**src/rtl/ps2_host_tx_pkg.sv**
```systemverilog
// Shared types and constants for the PS/2 host-to-device transmitter.
// Imported by ps2_host_tx and ps2_line_sync.
package ps2_host_tx_pkg;

  typedef enum logic [2:0] {
    IDLE      = 3'd0,
    INHIBIT   = 3'd1,
    REQ       = 3'd2,
    BITS      = 3'd3,
    ACK       = 3'd4,
    WAIT_IDLE = 3'd5
  } ps2tx_state_t;

  localparam logic [7:0] PS2_CMD_SET_LEDS = 8'hED;
  localparam logic [7:0] PS2_CMD_RESET    = 8'hFF;
  localparam logic [7:0] PS2_ACK          = 8'hFA;

  // PS/2 frames carry odd parity over the eight data bits.
  function automatic logic odd_parity(input logic [7:0] data);
    return ~^data;
  endfunction

endpackage

```
**src/rtl/ps2_line_sync.sv**
```systemverilog
// Two-flop synchroniser for one raw PS/2 line plus a falling-edge strobe.
// Shared with the PS/2 receive block.
module ps2_line_sync
  import ps2_host_tx_pkg::*;
(
  input  logic clk28,
  input  logic rst_n,
  input  logic line_in,
  output logic line_sync,
  output logic line_fall
);

  logic [2:0] sync_r;

  // Two synchroniser stages plus one delayed copy; idle-high after reset so no false edge.
  always_ff @(posedge clk28) begin
    if (!rst_n) begin
      sync_r <= 3'b111;
    end else begin
      sync_r <= {sync_r[1:0], line_in};
    end
  end

  assign line_sync = sync_r[1];
  assign line_fall = sync_r[2] & ~sync_r[1];

endmodule

```
**src/rtl/ps2_host_tx.sv**
```systemverilog
// PS/2 host-to-device transmitter: inhibit, request-to-send, 11-bit frame, ACK check.
// Optional retry on failure is enabled by defining PS2_TX_RETRY_EN.
module ps2_host_tx
  import ps2_host_tx_pkg::*;
#(
  parameter int CLK_FREQ   = 28_000_000,
  parameter int INHIBIT_US = 120,
  parameter int TIMEOUT_US = 15000,
  parameter int MAX_RETRY  = 2
) (
  input  logic       clk28,
  input  logic       rst_n,
  input  logic       ps2_clk_in,
  input  logic       ps2_dat_in,
  output logic       ps2_clk_oe,
  output logic       ps2_dat_oe,
  input  logic [7:0] tx_data,
  input  logic       tx_valid,
  output logic       tx_ready,
  output logic       tx_done,
  output logic       tx_error,
  output logic       rx_inhibit
);

  // 64-bit arithmetic: the products overflow 32 bits at the default clock.
  localparam longint INH_CYC = longint'(INHIBIT_US) * longint'(CLK_FREQ) / 64'sd1_000_000;
  localparam longint TO_CYC  = longint'(TIMEOUT_US) * longint'(CLK_FREQ) / 64'sd1_000_000;
  localparam int INH_W = $clog2(INH_CYC + 64'sd1);
  localparam int TO_W  = $clog2(TO_CYC + 64'sd1);
  localparam logic [INH_W-1:0] INH_LAST = INH_W'(INH_CYC - 64'sd1);
  localparam logic [TO_W-1:0]  TO_LIM   = TO_W'(TO_CYC);
  localparam logic [TO_W-1:0]  TO_MAX   = {TO_W{1'b1}};

  if (MAX_RETRY > 3) begin : g_retry_range
    $error("MAX_RETRY does not fit the 2-bit retry counter");
  end

  ps2tx_state_t     state_r, state_nxt;
  logic [7:0]       data_r, data_nxt;
  logic             parity_r, parity_nxt;
  logic [3:0]       bit_cnt_r, bit_cnt_nxt;
  logic [INH_W-1:0] inh_cnt_r, inh_cnt_nxt;
  logic [TO_W-1:0]  to_cnt_r;
  logic             to_clr_s, to_expired_s, fail_s;
  logic             clk_oe_r, clk_oe_nxt, dat_oe_r, dat_oe_nxt;
  logic             done_nxt, error_nxt;
  logic             tx_ready_r, tx_done_r, tx_error_r, rx_inhibit_r;
  logic             clk_sync_s, clk_fall_s, dat_sync_s, dat_fall_unused_s;
`ifdef PS2_TX_RETRY_EN
  localparam logic [1:0] RETRY_LIM = 2'(MAX_RETRY);
  logic [1:0] retry_cnt_r, retry_nxt;
`endif

  ps2_line_sync u_clk_sync (
    .clk28     (clk28),
    .rst_n     (rst_n),
    .line_in   (ps2_clk_in),
    .line_sync (clk_sync_s),
    .line_fall (clk_fall_s)
  );

  ps2_line_sync u_dat_sync (
    .clk28     (clk28),
    .rst_n     (rst_n),
    .line_in   (ps2_dat_in),
    .line_sync (dat_sync_s),
    .line_fall (dat_fall_unused_s)
  );

  assign to_expired_s = (to_cnt_r >= TO_LIM);

  // Next-state, line drive and pulse decisions.
  always_comb begin
    state_nxt   = state_r;
    data_nxt    = data_r;
    parity_nxt  = parity_r;
    bit_cnt_nxt = bit_cnt_r;
    inh_cnt_nxt = inh_cnt_r;
    clk_oe_nxt  = clk_oe_r;
    dat_oe_nxt  = dat_oe_r;
    to_clr_s    = 1'b0;
    fail_s      = 1'b0;
    done_nxt    = 1'b0;
    error_nxt   = 1'b0;
`ifdef PS2_TX_RETRY_EN
    retry_nxt   = retry_cnt_r;
`endif
    case (state_r)
      IDLE: begin
        clk_oe_nxt = 1'b0;
        dat_oe_nxt = 1'b0;
        if (tx_valid && tx_ready_r) begin
          state_nxt   = INHIBIT;
          data_nxt    = tx_data;
          parity_nxt  = odd_parity(tx_data);
          bit_cnt_nxt = 4'd0;
          inh_cnt_nxt = {INH_W{1'b0}};
          clk_oe_nxt  = 1'b1;
`ifdef PS2_TX_RETRY_EN
          retry_nxt   = 2'd0;
`endif
        end else begin
          state_nxt = IDLE;
        end
      end
      INHIBIT: begin
        clk_oe_nxt = 1'b1;
        if (inh_cnt_r == INH_LAST) begin
          state_nxt  = REQ;
          dat_oe_nxt = 1'b1;
        end else begin
          inh_cnt_nxt = inh_cnt_r + INH_W'(1);
          dat_oe_nxt  = 1'b0;
        end
      end
      REQ: begin
        state_nxt  = BITS;
        clk_oe_nxt = 1'b0;
        dat_oe_nxt = 1'b1;
        to_clr_s   = 1'b1;
      end
      BITS: begin
        if (to_expired_s) begin
          fail_s = 1'b1;
        end else if (clk_fall_s) begin
          bit_cnt_nxt = bit_cnt_r + 4'd1;
          case (bit_cnt_r)
            4'd8:    dat_oe_nxt = ~parity_r;
            4'd9: begin
              dat_oe_nxt = 1'b0;
              state_nxt  = ACK;
            end
            default: dat_oe_nxt = ~data_r[bit_cnt_r[2:0]];
          endcase
        end else begin
          state_nxt = BITS;
        end
      end
      ACK: begin
        if (to_expired_s) begin
          fail_s = 1'b1;
        end else if (clk_fall_s) begin
          if (!dat_sync_s) begin
            state_nxt = WAIT_IDLE;
          end else begin
            fail_s = 1'b1;
          end
        end else begin
          state_nxt = ACK;
        end
      end
      WAIT_IDLE: begin
        if (to_expired_s) begin
          fail_s = 1'b1;
        end else if (clk_sync_s && dat_sync_s) begin
          state_nxt = IDLE;
          done_nxt  = 1'b1;
        end else begin
          state_nxt = WAIT_IDLE;
        end
      end
      default: begin
        state_nxt  = IDLE;
        clk_oe_nxt = 1'b0;
        dat_oe_nxt = 1'b0;
      end
    endcase

    if (fail_s) begin
      clk_oe_nxt = 1'b0;
      dat_oe_nxt = 1'b0;
`ifdef PS2_TX_RETRY_EN
      if (retry_cnt_r < RETRY_LIM) begin
        retry_nxt   = retry_cnt_r + 2'd1;
        state_nxt   = INHIBIT;
        clk_oe_nxt  = 1'b1;
        inh_cnt_nxt = {INH_W{1'b0}};
        bit_cnt_nxt = 4'd0;
      end else begin
        state_nxt = IDLE;
        error_nxt = 1'b1;
      end
`else
      state_nxt = IDLE;
      error_nxt = 1'b1;
`endif
    end else begin
      error_nxt = 1'b0;
    end
  end

  // State, datapath and registered outputs.
  always_ff @(posedge clk28) begin
    if (!rst_n) begin
      state_r      <= IDLE;
      data_r       <= 8'h00;
      parity_r     <= 1'b0;
      bit_cnt_r    <= 4'd0;
      inh_cnt_r    <= {INH_W{1'b0}};
      clk_oe_r     <= 1'b0;
      dat_oe_r     <= 1'b0;
      tx_ready_r   <= 1'b1;
      tx_done_r    <= 1'b0;
      tx_error_r   <= 1'b0;
      rx_inhibit_r <= 1'b0;
    end else begin
      state_r      <= state_nxt;
      data_r       <= data_nxt;
      parity_r     <= parity_nxt;
      bit_cnt_r    <= bit_cnt_nxt;
      inh_cnt_r    <= inh_cnt_nxt;
      clk_oe_r     <= clk_oe_nxt;
      dat_oe_r     <= dat_oe_nxt;
      tx_ready_r   <= (state_nxt == IDLE);
      tx_done_r    <= done_nxt;
      tx_error_r   <= error_nxt;
      rx_inhibit_r <= (state_nxt != IDLE);
    end
  end

  // Whole-frame timeout measured from clock release; saturates instead of wrapping.
  always_ff @(posedge clk28) begin
    if (!rst_n) begin
      to_cnt_r <= {TO_W{1'b0}};
    end else if (to_clr_s) begin
      to_cnt_r <= {TO_W{1'b0}};
    end else if (to_cnt_r != TO_MAX) begin
      to_cnt_r <= to_cnt_r + TO_W'(1);
    end else begin
      to_cnt_r <= to_cnt_r;
    end
  end

`ifdef PS2_TX_RETRY_EN
  // Retry count for the byte currently in flight.
  always_ff @(posedge clk28) begin
    if (!rst_n) begin
      retry_cnt_r <= 2'd0;
    end else begin
      retry_cnt_r <= retry_nxt;
    end
  end
`endif

  assign ps2_clk_oe = clk_oe_r;
  assign ps2_dat_oe = dat_oe_r;
  assign tx_ready   = tx_ready_r;
  assign tx_done    = tx_done_r;
  assign tx_error   = tx_error_r;
  assign rx_inhibit = rx_inhibit_r;

endmodule
```
**config.mk**
```make
export PLATFORM = sky130hd
export DESIGN_NAME = ps2_host_tx
export DESIGN_NICKNAME = d
export VERILOG_FILES = /design/src/rtl/ps2_host_tx_pkg.sv /design/src/rtl/ps2_line_sync.sv /design/src/rtl/ps2_host_tx.sv
export SDC_FILE = /design/constraint.sdc
export NUM_CORES = 1
export LEC_CHECK = 0
export CORE_MARGIN = 10
export CORE_UTILIZATION = 44
export DETAILED_ROUTE_END_ITERATION = 6
export GPL_TIMING_DRIVEN = 0
export PLACE_DENSITY = 0.69
export SYNTH_ARGS = -nofsm -noshare
export SYNTH_HDL_FRONTEND = slang
export SYNTH_SLANG_ARGS = --single-unit
```
**constraint.sdc**
```tcl
create_clock -name clk28 -period 1.9 [get_ports clk28]
set_input_delay 0.38 -clock clk28 [delete_from_list [all_inputs] [get_ports clk28]]
set_output_delay 0.38 -clock clk28 [all_outputs]
set_load 0.01 [all_outputs]
```
### Yosys cells after proc, flatten, opt, wreduce, memory -nomap -nowiden

Index checks and enable logic that the tools add are counted.

| word-level totals | value |
|---|---|
| register bits after elaboration | 58 |
| output and inout bits | 6 |

| operators by class | value |
|---|---|
| add/subtract/negate cells | 3 |
| $lt $le $gt $ge | 2 |
| equal/unequal tests | 13 |
| mux-type cells | 36 |
| bitwise logic cells | 7 |
| reductions and logical operators | 18 |

Operators by type and width:

| cell | count |
|---|---|
| two-way mux 3 bit | 10 |
| two-way mux 12 bit | 2 |
| case mux 12 bit (2 select lines) | 1 |
| adder 19 x 1 -> 19 bit, second input constant | 1 |
| greater-or-equal comparator 19 bit, second input constant | 1 |
| inequality test 19 bit, second input constant | 1 |
| case mux 3 bit (6 select lines) | 1 |
| two-way mux 1 bit | 13 |
| adder 12 x 1 -> 12 bit, second input constant | 1 |
| equality test 12 bit, second input constant | 1 |
| two-way mux 4 bit | 3 |
| equality test 4 bit, second input constant | 2 |
| inequality test 2 bit, second input constant | 4 |
| case mux 4 bit (2 select lines) | 1 |
| OR reduction 2 bit | 4 |
| XNOR reduction 8 bit | 1 |
| equality test 3 x 2 -> 1 bit, second input constant | 2 |
| equality test 3 bit, second input constant | 2 |
| logical NOT 3 bit | 2 |
| inverter 1 bit | 6 |
| AND reduction 3 bit | 2 |
| OR reduction 3 bit | 2 |
| adder 4 x 1 -> 4 bit, second input constant | 1 |
| less-than comparator 3 x 4 -> 1 bit, second input constant | 1 |
| 11 further kinds | 14 |

### Depth between registers and ports, before layout

Gate-level depths: netlist of the first run.

| depth | value |
|---|---|
| depth in word-level cells | 7 |
| depth in mapped cells | 8 |

### Hierarchy

From an unflattened synthesis of the first run, not the netlist that was laid out.

| second synthesis, totals | value |
|---|---|
| cells, all modules | 342 |
| area total of the unflattened synthesis | 2917.8 µm² |

Modules (own cells, without submodules):

| module | times used | cells an instance | area an instance (µm²) |
|---|---|---|---|
| ps2_host_tx | 1 | 328 | 2747.6 |
| ps2_line_sync | 2 | 7 | 85.1 |

### Worst setup path before layout of the first run

No wires, ideal clock.

| timing path | value |
|---|---|
| kind | register to register |
| from | reg inh_cnt_r[5] |
| to | reg inh_cnt_r[7] |
| setup time | 0.123 ns |
| arrival time | 1.655 ns |
| required time | 1.777 ns |
| setup slack | 0.122 ns |
| stages on the path, launching flop included | 6 |
| buffers on the path | 0 |
| cell sequence | dfxtp_1 or4b_4 o31ai_4 a21oi_1 nand2_1 mux2_1 |

| on the way | value |
|---|---|
| cells in the longest elaborated chain, start to end | 3 |
| elaborated cells on any way between the ends | 6 |
| classes of those cells | add/sub: 1; eq/ne: 2; mux: 2; reduce/logical: 1 |

RTL lines:

| element | line | RTL |
|---|---|---|
| start: declaration | ps2_host_tx.sv:42 | `logic [INH_W-1:0] inh_cnt_r, inh_cnt_nxt;` |
| start signal: assignment | ps2_host_tx.sv:199 | `inh_cnt_r <= {INH_W{1'b0}};` |
| start signal: assignment | ps2_host_tx.sv:211 | `inh_cnt_r <= inh_cnt_nxt;` |
| adder 12 x 1 -> 12 bit or equality test 12 bit (tied branches) | ps2_host_tx.sv:112, ps2_host_tx.sv:108 |  |
| two-way mux 12 bit or inequality test 2 bit (tied branches) | n/a |  |
| case mux 12 bit (2 select lines) or AND reduction 3 bit (tied branches) | n/a |  |

Several ways; a longest one is shown, not always the timed one. The select of a mux whose other input is x is not followed.
A chain may end at the register's enable or synchronous reset.

### Final worst setup path of the first run

| timing path | value |
|---|---|
| from | reg inh_cnt_r[9] |
| to | reg inh_cnt_r[0] |

| on the way | value |
|---|---|
| cells in the longest elaborated chain, start to end | 3 |

RTL lines:

| element | line | RTL |
|---|---|---|
| equality test 12 bit | ps2_host_tx.sv:108 | `if (inh_cnt_r == INH_LAST) begin` |
| inequality test 2 bit (no source line) | n/a |  |
| AND reduction 3 bit (no source line) | n/a |  |

Every way passes these cells.

==> results of run 1 <==
==> sequential cells by signal, summed over array words and instances (netlist names) <==
register / flops
bit_cnt_r: 4
data_r: 8
inh_cnt_r: 12
parity_r: 1
ps2_clk_oe: 1
ps2_dat_oe: 1
rx_inhibit: 1
state_r: 3
to_cnt_r: 19
tx_done: 1
tx_error: 1
tx_ready: 1
u_clk_sync.sync_r: 3
u_dat_sync.sync_r: 2
==> timing repair <==
item,4_1_cts,5_1_grt
gates resized for setup,7,24
gates cloned,0,1
buffers inserted,2,3
pin swaps,3,10
endpoints found under the setup margin,40,33
==> power breakdown <==
group          switching [mW]  total [mW]  internal, mW
clock                   0.460       0.963         0.503
combinational           0.156       0.303         0.147
sequential             0.0228        1.28          1.26
==> metal layers <==
| layer | GRT usage, % | up-vias |
|---|---|---|
| met5 | 0 | - |
| met4 | 6.40 | 0 |
| met3 | 3.24 | 6 |
| met2 | 18.5 | 54 |
| met1 | 17.0 | 1174 |
| li1 | - | 1251 |
==> critical path: stages, from the launching register on <==
cell and delay [ns]:
dfxtp_2 0.33, or4b_4 0.57, o31ai_4 0.38, buf_6 0.20, nand2_4 0.06, mux2_4 0.26, nor2_2 0.07
==> placed cells by master, fill, tap and decap left out, types with 6 or more instances in the layout <==
| cell | n |
|---|---|
| dfxtp_1 | 56 |
| nor2_1 | 44 |
| xnor2_1 | 21 |
| clkdlybuf4s50_1 | 18 |
| nand2_1 | 17 |
| inv_1 | 12 |
| nand3_1 | 10 |
| nand2b_1 | 10 |
| mux2i_1 | 10 |
| clkbuf_8 | 10 |
| a21oi_1 | 9 |
| nand4_1 | 7 |
| clkbuf_1 | 7 |
| a211oi_2 | 7 |
| a31oi_1 | 7 |
| buf_2 | 6 |
| nand3b_1 | 6 |
| o21ai_0 | 6 |
| xor2_1 | 6 |
| ha_1 | 6 |
==> final timing paths <==
| kind | slack [ns] | to | start |
|---|---|---|---|
| worst max register to register | -0.03 | inh_cnt_r[0]$_SDFFE_PN0P_ | inh_cnt_r[9]$_SDFFE_PN0P_ |
| worst min-delay path | 0.40 | u_dat_sync.sync_r[1]$_SDFF_PN1_ | u_dat_sync.sync_r[0]$_SDFF_PN1_ |
| worst max-delay path | -0.03 | inh_cnt_r[0]$_SDFFE_PN0P_ | inh_cnt_r[9]$_SDFFE_PN0P_ |
| worst min register to register | 0.40 | u_dat_sync.sync_r[1]$_SDFF_PN1_ | u_dat_sync.sync_r[0]$_SDFF_PN1_ |
==> kinds of logic after synthesis <==
kind of cell | synth area share (%)
AOI/OAI and AO/OA | 15.6
xor gates and xnor gates | 7.93
adders and majority gates | 2.52
buffers and inverters | 4.74
DFF | 38.9
muxes | 6.12
and+or+nand+nor | 24.1
==> area by class of cell <==
| type | instances | share of cell area (%) |
|---|---|---|
| inverter | 13 | 1.40 |
| buffer | 15 | 2.77 |
| clock buffer | 13 | 4.18 |
| sequential | 58 | 32.6 |
| tap | 77 | 2.70 |
| timing repair buffer | 24 | 6.25 |
| multi-input combinational | 243 | 49.6 |
| clock inverter | 3 | 0.421 |
==> metrics by stage <==
stage	setup slack (ns)	total power [mW]	cells	TNS [ns]	hold slack [ns]
2_1_floorplan	0.122	1.49	331	0	0.386
3_3_place_gp	-0.570	1.58	426	-15.56	0.396
3_5_place_dp	-0.566	1.58	426	-16.67	0.394
4_1_cts	0.0131	2.55	443	0	0.404
5_1_grt	-0.0651	2.67	446	-0.518	0.430
6_report	-0.0265	2.54	446	-0.0569	0.400
==> flow_metrics.tcl, run 1 <==
set metrics [dict create \
    worstSkewPairLatency_ns 0.33 \
    antenna_found_initial 0 \
    synthTopCellsByCount "dfxtp_1 (58), nor2_1 (44), xnor2_1 (21)" \
    violations "negative setup slack" \
    port_buffers 18 \
    routed_wl_um 6460 \
    core_mm2 0.00646 \
    synthesis.area_per_instance_um2 9.01 \
    layout-drive-gt1-share_pct 18.2 \
    drt_pass1_iterations 4 \
    path_clk_slew_ns 0.06 \
    multi_input_area_mm2 0.00177 \
    holdBufCountCts 0 \
    crit_required_ns 2.17 \
    syn_inst 331 \
    routedWlPerCell_um 14.5 \
    yosysTopAreaCell "dfxtp_1" \
    finalWorstSetupSlack_ns -0.0265 \
    die_w_um 102 \
    yosysSeqAreaShare_pct 38.9 \
    grt_pass1_vias 2269 \
    post-route-drc-count 0 \
    antenna_cells 0 \
    rsz0062_at_grt "yes" \
    nNetsFinal 383 \
    relSlewSlack_pct 60.6 \
    end_kind "flop" \
    die_area_mm2 0.0105 \
    syn2layout_area_growth_pct 19.5 \
    crit_path_start_kind "flop" \
    syn_nets 350 \
    grt_pass1_wl_um 10600 \
    h-tree-depth 3 \
    placementRows 29 \
    hp-class "reg -> reg" \
    leakage_nw 1.27 \
    fin_crit_sh_pct 101 \
    grt_max_degree 11 \
    cts_tree "built" \
    whs_path_depth 1 \
    clockRootBuffer "clkbuf_8" \
    ys_top_cells_by_area "dfxtp_1 (39%), xnor2_1 (6.2%), nor2_1 (5.5%), mux2i_1 (3.4%), a211oi_2 (2.5%)" \
    yosys_warnings 0 \
    synthArstFlopShare_pct 0 \
    met2WireLength_um 2900 \
    clockBufferDepth 2 \
    highest_layer "met4" \
    synth_edf_count 0 \
    grt.overflow.total 0 \
    synth_top_area_share_pct 38.9 \
    routed_via_density 5.57 \
    cts_inserted_buffers 9 \
    clock_sinks 58 \
    final_hold_viol_count 0 \
    finClkSkew_ns 0.00848 \
    max_cap_viol_count 0 \
    fp.dieH_um 102 \
    period_needed_ns 1.93 \
    status "finished, violations left" \
    clock.fmax_mhz 519 \
    fin_area_mm2 0.00356 \
    boundaryPins 19 \
    dp_hpwl_um 4500 \
    drv_slew 0 \
    rr_worst_depth 6 \
    synthDistinctLibCells 58 \
    drt-initial-drc-count 137 \
    path_class "reg -> reg" \
    dr_wl_met3_um 253 \
    gr-usage-all-layers_pct 12.7 \
    placedInstanceArea_mm2 0.00326 \
    powerDensity_mw_per_mm2 714 \
    worst_slew_pin_slew_ns 0.585 \
    place.gp.congestion 0.838 \
    vias 2485 \
    synthesis.area_mm2 0.00298 \
    finalSetupViolations 3 \
    fin_util_pct 55.2 \
    ys_ff_latch 58 \
    worstPathArrival_ns 2.20 \
    yosysMostFrequentCell "dfxtp_1" \
    met1Wirelength_um 3210 \
    synthFlopType "dfxtp_1" \
    n_fill_cell 586 \
    start_util_pct 46.2 \
    drtAntennaViolNets 0 \
    seq_area_mm2 0.00116 \
    ir_drop_mv 0.454 \
    cp_max_fo 5 \
]
Note: power is estimated with default switching activity, not from simulation.
==> run 2: changes to the inputs <==
--- a/config.mk
+++ b/config.mk
@@ -9,7 +9,6 @@
 export CORE_UTILIZATION = 44
 export DETAILED_ROUTE_END_ITERATION = 6
 export GPL_TIMING_DRIVEN = 0
-export PLACE_DENSITY = 0.69
 export SYNTH_ARGS = -nofsm -noshare
 export SYNTH_HDL_FRONTEND = slang
 export SYNTH_SLANG_ARGS = --single-unit
==> run 2 against run 1 <==
The flow still finishes with violations (negative setup slack). Register-to-register slack gained 0.02 ns. Cell count fell by 0.22%. Wire length up 1.6%. Critical path depth stayed put. Power rose by 7.7%. Non-clock buffer count fell by 1. Maximum frequency grew 0.92%. First-iteration DRC count fell by 38%. Via count down 1.9%. Sequential share of layout area down 0.12 points. Clock skew about the same. Critical endpoint unchanged. Largest power group unchanged.
==> flow_metrics.tcl, run 2 (synthesized netlist as in run 1, its figures left out) <==
set metrics [dict create \
    syn2layout_area_growth_pct 20.1 \
    final_hold_viol_count 0 \
    clockBufferDepth 2 \
    hp-class "reg -> reg" \
    status "finished, violations left" \
    end_kind "flop" \
    place.gp.congestion 0.828 \
    placedInstanceArea_mm2 0.00326 \
    cts_tree "built" \
    violations "negative setup slack" \
    nNetsFinal 382 \
    drtAntennaViolNets 0 \
    routed_via_density 5.48 \
    cts_inserted_buffers 9 \
    powerDensity_mw_per_mm2 765 \
    grt_pass1_wl_um 11000 \
    cp_max_fo 5 \
    relSlewSlack_pct 61.4 \
    fin_util_pct 55.5 \
    boundaryPins 19 \
    fin_crit_sh_pct 100 \
    port_buffers 18 \
    hold_start "u_clk_sync.sync_r[0]$_SDFF_PN1_" \
    top_register "to_cnt_r" \
    gr-usage-all-layers_pct 13.2 \
    reg_top3 "to_cnt_r (19), inh_cnt_r (12), data_r (8)" \
    crit_required_ns 2.18 \
    drt-initial-drc-count 85 \
    mostFrequentLayoutCells "dfxtp_1 (55), nor2_1 (44), xnor2_1 (21), nand2_1 (19), clkdlybuf4s50_1 (18)" \
    grt_max_degree 11 \
    drv_slew 0 \
    place_ws_ns -0.588 \
    grt_pass1_vias 2306 \
    die_area_mm2 0.0105 \
    finalWorstSetupSlack_ns -0.00904 \
    ir_drop_mv 0.437 \
    clockRootBuffer "clkbuf_8" \
    worst_slew_pin_slew_ns 0.573 \
    antenna_cells 0 \
    drt_pass1_iterations 4 \
    cp-startpoint "inh_cnt_r[9]$_SDFFE_PN0P_" \
    largest_reg_flops 19 \
    h-tree-depth 3 \
    path_clk_slew_ns 0.07 \
    timing.critical_path.slowest_stage_cell "or4b_4" \
    path_class "reg -> reg" \
    routedWlPerCell_um 14.7 \
    grt.overflow.total 0 \
    routed_wl_um 6560 \
    cpLargestDelayFamily "simple AND/OR/NAND/NOR gates" \
    clock_sinks 58 \
    layout_commonest_cell "dfxtp_1" \
    crit_path_start_kind "flop" \
    post-route-drc-count 0 \
    path_cells "or4b_4, o31ai_4, buf_6, nand2_4, mux2_4, nor2_2" \
    r2r-start "inh_cnt_r[9]$_SDFFE_PN0P_" \
    placementRows 29 \
    worstSkewPairLatency_ns 0.34 \
    period_needed_ns 1.91 \
    die_w_um 102 \
    rsz0062_at_grt "yes" \
    layout-drive-gt1-share_pct 17.7 \
    max_stage_delay_ns 0.57 \
    start_util_pct 46.2 \
    fp.dieH_um 102 \
    max_cap_viol_count 0 \
    crit_buf_inv 1 \
    finClkSkew_ns 0.00856 \
    leakage_nw 1.27 \
    core_mm2 0.00646 \
    dp_hpwl_um 4570 \
    holdBufCountCts 0 \
    vias 2438 \
    fin_area_mm2 0.00358 \
    finalSetupViolations 1 \
    worstPathArrival_ns 2.19 \
    clock.fmax_mhz 524 \
    antenna_found_initial 0 \
]
run 2: timing repair:
item                       4_1_cts  5_1_grt
buffers inserted                 2        2
pin swaps                        3        4
setup endpoints to repair       30       42
resized for setup                5       27
cloned                           0        1
run 2: layer usage:
layer / track usage (%) / routed length [um] / vias up
met4: 4.77 / 96 / 0
met1: 16.6 / 3060 / 1145
met3: 4.66 / 263 / 8
met5: 0 / 0 / -
met2: 20.4 / 3130 / 40
li1: - / - / 1245
run 2: final cells by class:
class / count / area [um2]
fillers: 588 / 2880
repair buffers: 23 / 218
inverters: 13 / 50.0
well taps: 77 / 96.3
plain buffers: 15 / 100
multi-input cells: 243 / 1750
clock inverters: 5 / 52.6
flip-flops and latches: 58 / 1160
clock buffers: 11 / 151
run 2: power by group:
group          internal [mW]  switching (mW)
logic                  0.144           0.157
clock network          0.669           0.491
registers               1.26          0.0237
total                   2.07           0.672
run 2: path summary, 6_finish.rpt:
kind / end / slack (ns) / cells after the start
max: inh_cnt_r[0]$_SDFFE_PN0P_ / -0.009 / 6
min reg2reg: u_clk_sync.sync_r[1]$_SDFF_PN1_ / 0.41 / 1
min: u_clk_sync.sync_r[1]$_SDFF_PN1_ / 0.41 / 1
max reg2reg: inh_cnt_r[0]$_SDFFE_PN0P_ / -0.009 / 6
run 2: through the flow:
| stage | std cells | TNS, ns | total power, mW | hold WS [ns] |
|---|---|---|---|---|
| 6_report | 445 | -0.00904 | 2.74 | 0.406 |
| 4_1_cts | 443 | 0 | 2.77 | 0.412 |
| 3_3_place_gp | 426 | -16.28 | 1.58 | 0.390 |
| 2_1_floorplan | 331 | 0 | 1.49 | 0.386 |
| 3_5_place_dp | 426 | -16.53 | 1.59 | 0.400 |
| 5_1_grt | 445 | -0.143 | 2.86 | 0.422 |
